<file path="src/rtl/restoring_div_ctrl_pkg.sv">
// Shared types and defaults for the sequential restoring divider.
package restoring_div_ctrl_pkg;

  typedef enum logic [1:0] {
    S_IDLE = 2'd0,
    S_RUN  = 2'd1,
    S_DONE = 2'd2
  } div_state_e;

  localparam int unsigned DIV_DW = 4;
  localparam int unsigned DIV_VW = 2;

  // Iteration counter width; floored at 1 so DW=1 still gets a real register.
  function automatic int unsigned clog2(input int unsigned n);
    int unsigned w;
    w = 1;
    while ((1 << w) < n) w++;
    return w;
  endfunction

endpackage

</file>
<file path="src/rtl/restoring_div_ctrl_trial_sub.sv">
// Combinational trial subtractor: diff = a - b, borrow set when b > a.
module trial_sub
  import restoring_div_ctrl_pkg::*;
#(
  parameter int unsigned W = DIV_VW + 1
) (
  input  logic [W-1:0] a,
  input  logic [W-1:0] b,
  output logic [W-1:0] diff,
  output logic         borrow
);

  logic [W:0] full;

  assign full   = {1'b0, a} - {1'b0, b};
  assign diff   = full[W-1:0];
  assign borrow = full[W];

endmodule

</file>
<file path="src/rtl/restoring_div_ctrl.sv">
// Sequential restoring divider, one quotient bit per cycle, valid/ready on both sides.
// Optional DIV_ZERO_FAST_EN: divisor 0 bypasses the loop and raises div_zero.
module restoring_div_ctrl
  import restoring_div_ctrl_pkg::*;
#(
  parameter int unsigned DW = DIV_DW,
  parameter int unsigned VW = DIV_VW
) (
  input  logic          clk,
  input  logic          rst_n,
  input  logic          in_valid,
  output logic          in_ready,
  input  logic [DW-1:0] dividend,
  input  logic [VW-1:0] divisor,
  output logic          out_valid,
  input  logic          out_ready,
  output logic [DW-1:0] quotient,
  output logic [VW-1:0] remainder,
  output logic          busy
`ifdef DIV_ZERO_FAST_EN
  ,
  output logic          div_zero
`endif
);

  localparam int unsigned CW = clog2(DW);

  div_state_e    state_q;
  logic [DW-1:0] q_q;
  logic [VW:0]   r_q;
  logic [VW-1:0] dv_q;
  logic [CW-1:0] cnt_q;

  logic [VW:0]   trial;
  logic [VW:0]   diff;
  logic          borrow;
  logic          unused_r_msb;

  // Shift the next dividend bit into the partial remainder before the trial.
  assign trial        = {r_q[VW-1:0], q_q[DW-1]};
  assign unused_r_msb = r_q[VW];

  trial_sub #(
    .W(VW + 1)
  ) u_trial_sub (
    .a     (trial),
    .b     ({1'b0, dv_q}),
    .diff  (diff),
    .borrow(borrow)
  );

  always_ff @(posedge clk) begin
    if (!rst_n) begin
      state_q   <= S_IDLE;
      q_q       <= '0;
      r_q       <= '0;
      dv_q      <= '0;
      cnt_q     <= '0;
      in_ready  <= 1'b1;
      out_valid <= 1'b0;
      busy      <= 1'b0;
`ifdef DIV_ZERO_FAST_EN
      div_zero  <= 1'b0;
`endif
    end else begin
      unique case (state_q)
        S_IDLE: begin
          if (in_valid) begin
            q_q      <= dividend;
            r_q      <= '0;
            dv_q     <= divisor;
            cnt_q    <= '0;
            in_ready <= 1'b0;
`ifdef DIV_ZERO_FAST_EN
            if (divisor == '0) begin
              q_q       <= '1;
              r_q       <= {1'b0, dividend[VW-1:0]};
              div_zero  <= 1'b1;
              out_valid <= 1'b1;
              state_q   <= S_DONE;
            end else begin
              div_zero <= 1'b0;
              busy     <= 1'b1;
              state_q  <= S_RUN;
            end
`else
            busy    <= 1'b1;
            state_q <= S_RUN;
`endif
          end
        end
        S_RUN: begin
          r_q   <= borrow ? trial : diff;
          q_q   <= (q_q << 1) | DW'(!borrow);
          cnt_q <= cnt_q + CW'(1);
          if (cnt_q == CW'(DW - 1)) begin
            busy      <= 1'b0;
            out_valid <= 1'b1;
            state_q   <= S_DONE;
          end
        end
        S_DONE: begin
          if (out_ready) begin
            out_valid <= 1'b0;
            in_ready  <= 1'b1;
`ifdef DIV_ZERO_FAST_EN
            div_zero  <= 1'b0;
`endif
            state_q   <= S_IDLE;
          end
        end
        default: state_q <= S_IDLE;
      endcase
    end
  end

  assign quotient  = q_q;
  assign remainder = r_q[VW-1:0];

endmodule

</file>
<file path="config.mk">
export PLATFORM = sky130hd
export DESIGN_NAME = restoring_div_ctrl
export DESIGN_NICKNAME = d
export VERILOG_FILES = /design/src/rtl/restoring_div_ctrl_pkg.sv /design/src/rtl/restoring_div_ctrl_trial_sub.sv /design/src/rtl/restoring_div_ctrl.sv
export SDC_FILE = /design/constraint.sdc
export NUM_CORES = 1
export LEC_CHECK = 0
export CAP_MARGIN = 20
export CORE_MARGIN = 2
export CORE_UTILIZATION = 30
export CTS_CLUSTER_SIZE = 14
export DETAILED_ROUTE_END_ITERATION = 6
export SLEW_MARGIN = 20
export SYNTH_ARGS = -nofsm -noshare
export SYNTH_HDL_FRONTEND = slang
export SYNTH_HIERARCHICAL = 1
export SYNTH_SLANG_ARGS = --single-unit
export TNS_END_PERCENT = 5
</file>
<file path="constraint.sdc">
create_clock -name clk -period 2.2 [get_ports clk]
set_input_delay 0.22 -clock clk [delete_from_list [all_inputs] [get_ports clk]]
set_output_delay 0.22 -clock clk [all_outputs]
set_load 0.02 [all_outputs]
</file>
==> impl_metrics.tcl <==
set metrics [dict create \
    fmaxAchievable_mhz 633 \
    setup_slack_ns 0.621 \
    fin_nets 119 \
    ctsResizeCount 0 \
    num_rows 18 \
    met2_wirelength_um 675 \
    initial_core_util 0.308 \
    grtUsageTotal 0.122 \
    leakage_nw 0.387 \
    maxUsedRoutingLayer "met3" \
    cts_buffers 3 \
    htree_levels 1 \
    rsz0062_at_grt "no" \
    grt-ovfl-total 0 \
    hold_class "register to register" \
    slowest_stage "dfxtp_1" \
    finalCriticalPeriod_ns 1.58 \
    wl_met1_um 786 \
    min_period_over_period 0.718 \
    drt_iter0_markers 7 \
    clock_path_buffers 2 \
    drive_gt1_frac 0.0583 \
    max_stage_delay_ns 0.36 \
    post-cts-setup-buffers 0 \
    vias 635 \
    skew_ns 0.0123 \
    ctsHoldBuffers 0 \
    drv_slew 0 \
    setup_viol 0 \
    gp_congestion 0.718 \
    firstDrtPassIters 2 \
    hold_viol 0 \
    syn_nets 99 \
    area_growth_pct 30.4 \
    outcome "finished, final reports clean" \
    cts_root_buffer "clkbuf_4" \
    path_cells "inv_1 > ha_1 > a21o_1 > a31oi_1 > mux2i_1 > o22ai_1" \
    crit_required_ns 2.38 \
    grt_pass1_vias 541 \
    yosysWarnings 6 \
    clk_pin_slew_worst_paths_ns 0.11 \
    synth_cells 84 \
    die_w_um 54.0 \
    ir_worst_vdd_uv 416 \
    utilization 0.402 \
    die_area_um2 2910 \
    max_cap_viol_count 0 \
    drc 0 \
    start_kind "register" \
    synth.avg_cell_area_um2 8.92 \
    critPathMaxFanout 3 \
    endpoint_kind "register" \
    dp_hpwl_um 1160 \
    diodes 0 \
    r2r_start "dv_q[1]" \
    vias_per_cell 4.77 \
    crit_arrival_ns 1.76 \
    cts.sinks 15 \
    tns_ns 0 \
    max_slew.worst_pin.slew_ns 0.515 \
    core-area_um2 2430 \
    io_pins 19 \
    cts_tree "yes" \
    die_h_um 54.0 \
    grt_max_degree 17 \
    crit_buf_inv 1 \
    routed_wl_um 1550 \
    grt_pass1_wl_um 2480 \
    clk_latency_ns 0.29 \
    crit_family "compound AO/OA/AOI/OAI gates" \
    avgRoutedWirePerCell_um 11.6 \
    preCtsSetupSlack_ns 0.606 \
    criticalPathCategory "register to register" \
    slew_headroom 0.656 \
    p_per_area_nw_per_um2 615 \
    netlist_area_um2 749 \
    met3WireLength_um 85 \
    ant_nets 0 \
    io_buffers 18 \
    antenna_found_initial 0 \
    min_from "cnt_q[1]" \
    cp-startpoint "dv_q[1]" \
]
-- worst register-to-register path: stages, from the launching register on --
cell and delay [ns]:
dfxtp_1 0.36, inv_1 0.08, ha_1 0.18, a21o_1 0.17, a31oi_1 0.34, mux2i_1 0.24
o22ai_1 0.10
-- sequential cells by signal, indices dropped and copies added, names as in the netlist --
signal,count
dv_q,2
r_q,2
cnt_q,2
quotient,4
out_valid,1
state_q,2
busy,1
in_ready,1
-- per-layer routing --
layer,vias to the layer above,global-route usage
li1,330,-
met1,290,0.166
met2,15,0.183
met3,0,0.0583
met4,0,0.0125
met5,-,0
-- path summary, 6_finish.rpt --
kind / end / slack, ns / cells after the start
hold reg to reg: cnt_q[1] / 0.47 / 2
setup reg to reg: r_q[1] / 0.62 / 6
hold / removal: cnt_q[1] / 0.47 / 2
setup / recovery: r_q[1] / 0.62 / 6
-- metrics by stage --
stage	hold slack, ns	power, W	instance area, µm²	instances
after floorplan	0.350	0.000387	749	84
after global placement	0.450	0.000438	947	129
after detailed placement	0.460	0.000440	947	129
after CTS	0.476	0.000612	977	133
after global routing	0.495	0.000644	977	133
final	0.470	0.000601	977	133
-- area by class of cell --
cell class              instances  area, µm²
fillers                       259       1460
multi-input cells              57        392
clock inverters                 1       7.51
inverters                       8       30.0
well taps                      30       37.5
repair buffers                 19        188
clock buffers                   3       22.5
flip-flops and latches         15        300
-- cells in the final DEF, fill, tap and decap left out --
cell and instances:
fa_1 1, nor4b_1 1, nand2b_1 1, a21oi_1 3
o32ai_1 1, conb_1 1, ha_1 4, mux2i_1 5
o21a_1 1, a211oi_1 4, o21ai_0 6, nand3_1 3
nand2_1 9, a21o_1 1, clkdlybuf4s50_1 18, nor3_1 1
a2111oi_1 1, and3_1 1, inv_1 8, dfxtp_1 15
a31oi_1 1, o22ai_1 2, buf_4 1, o21ba_4 1
clkinvlp_4 1, and2b_1 2, clkbuf_4 3, nor2_1 5
nor3b_1 1, nand3b_1 1
-- power breakdown --
| part | leakage, nW | internal [W] | switching [W] |
|---|---|---|---|
| Clock | 0.0139 | 0.0000692 | 0.0000995 |
| Combinational | 0.250 | 0.0000657 | 0.0000590 |
| Sequential | 0.123 | 0.000289 | 0.0000183 |
Power figures use the tool's default switching activity.
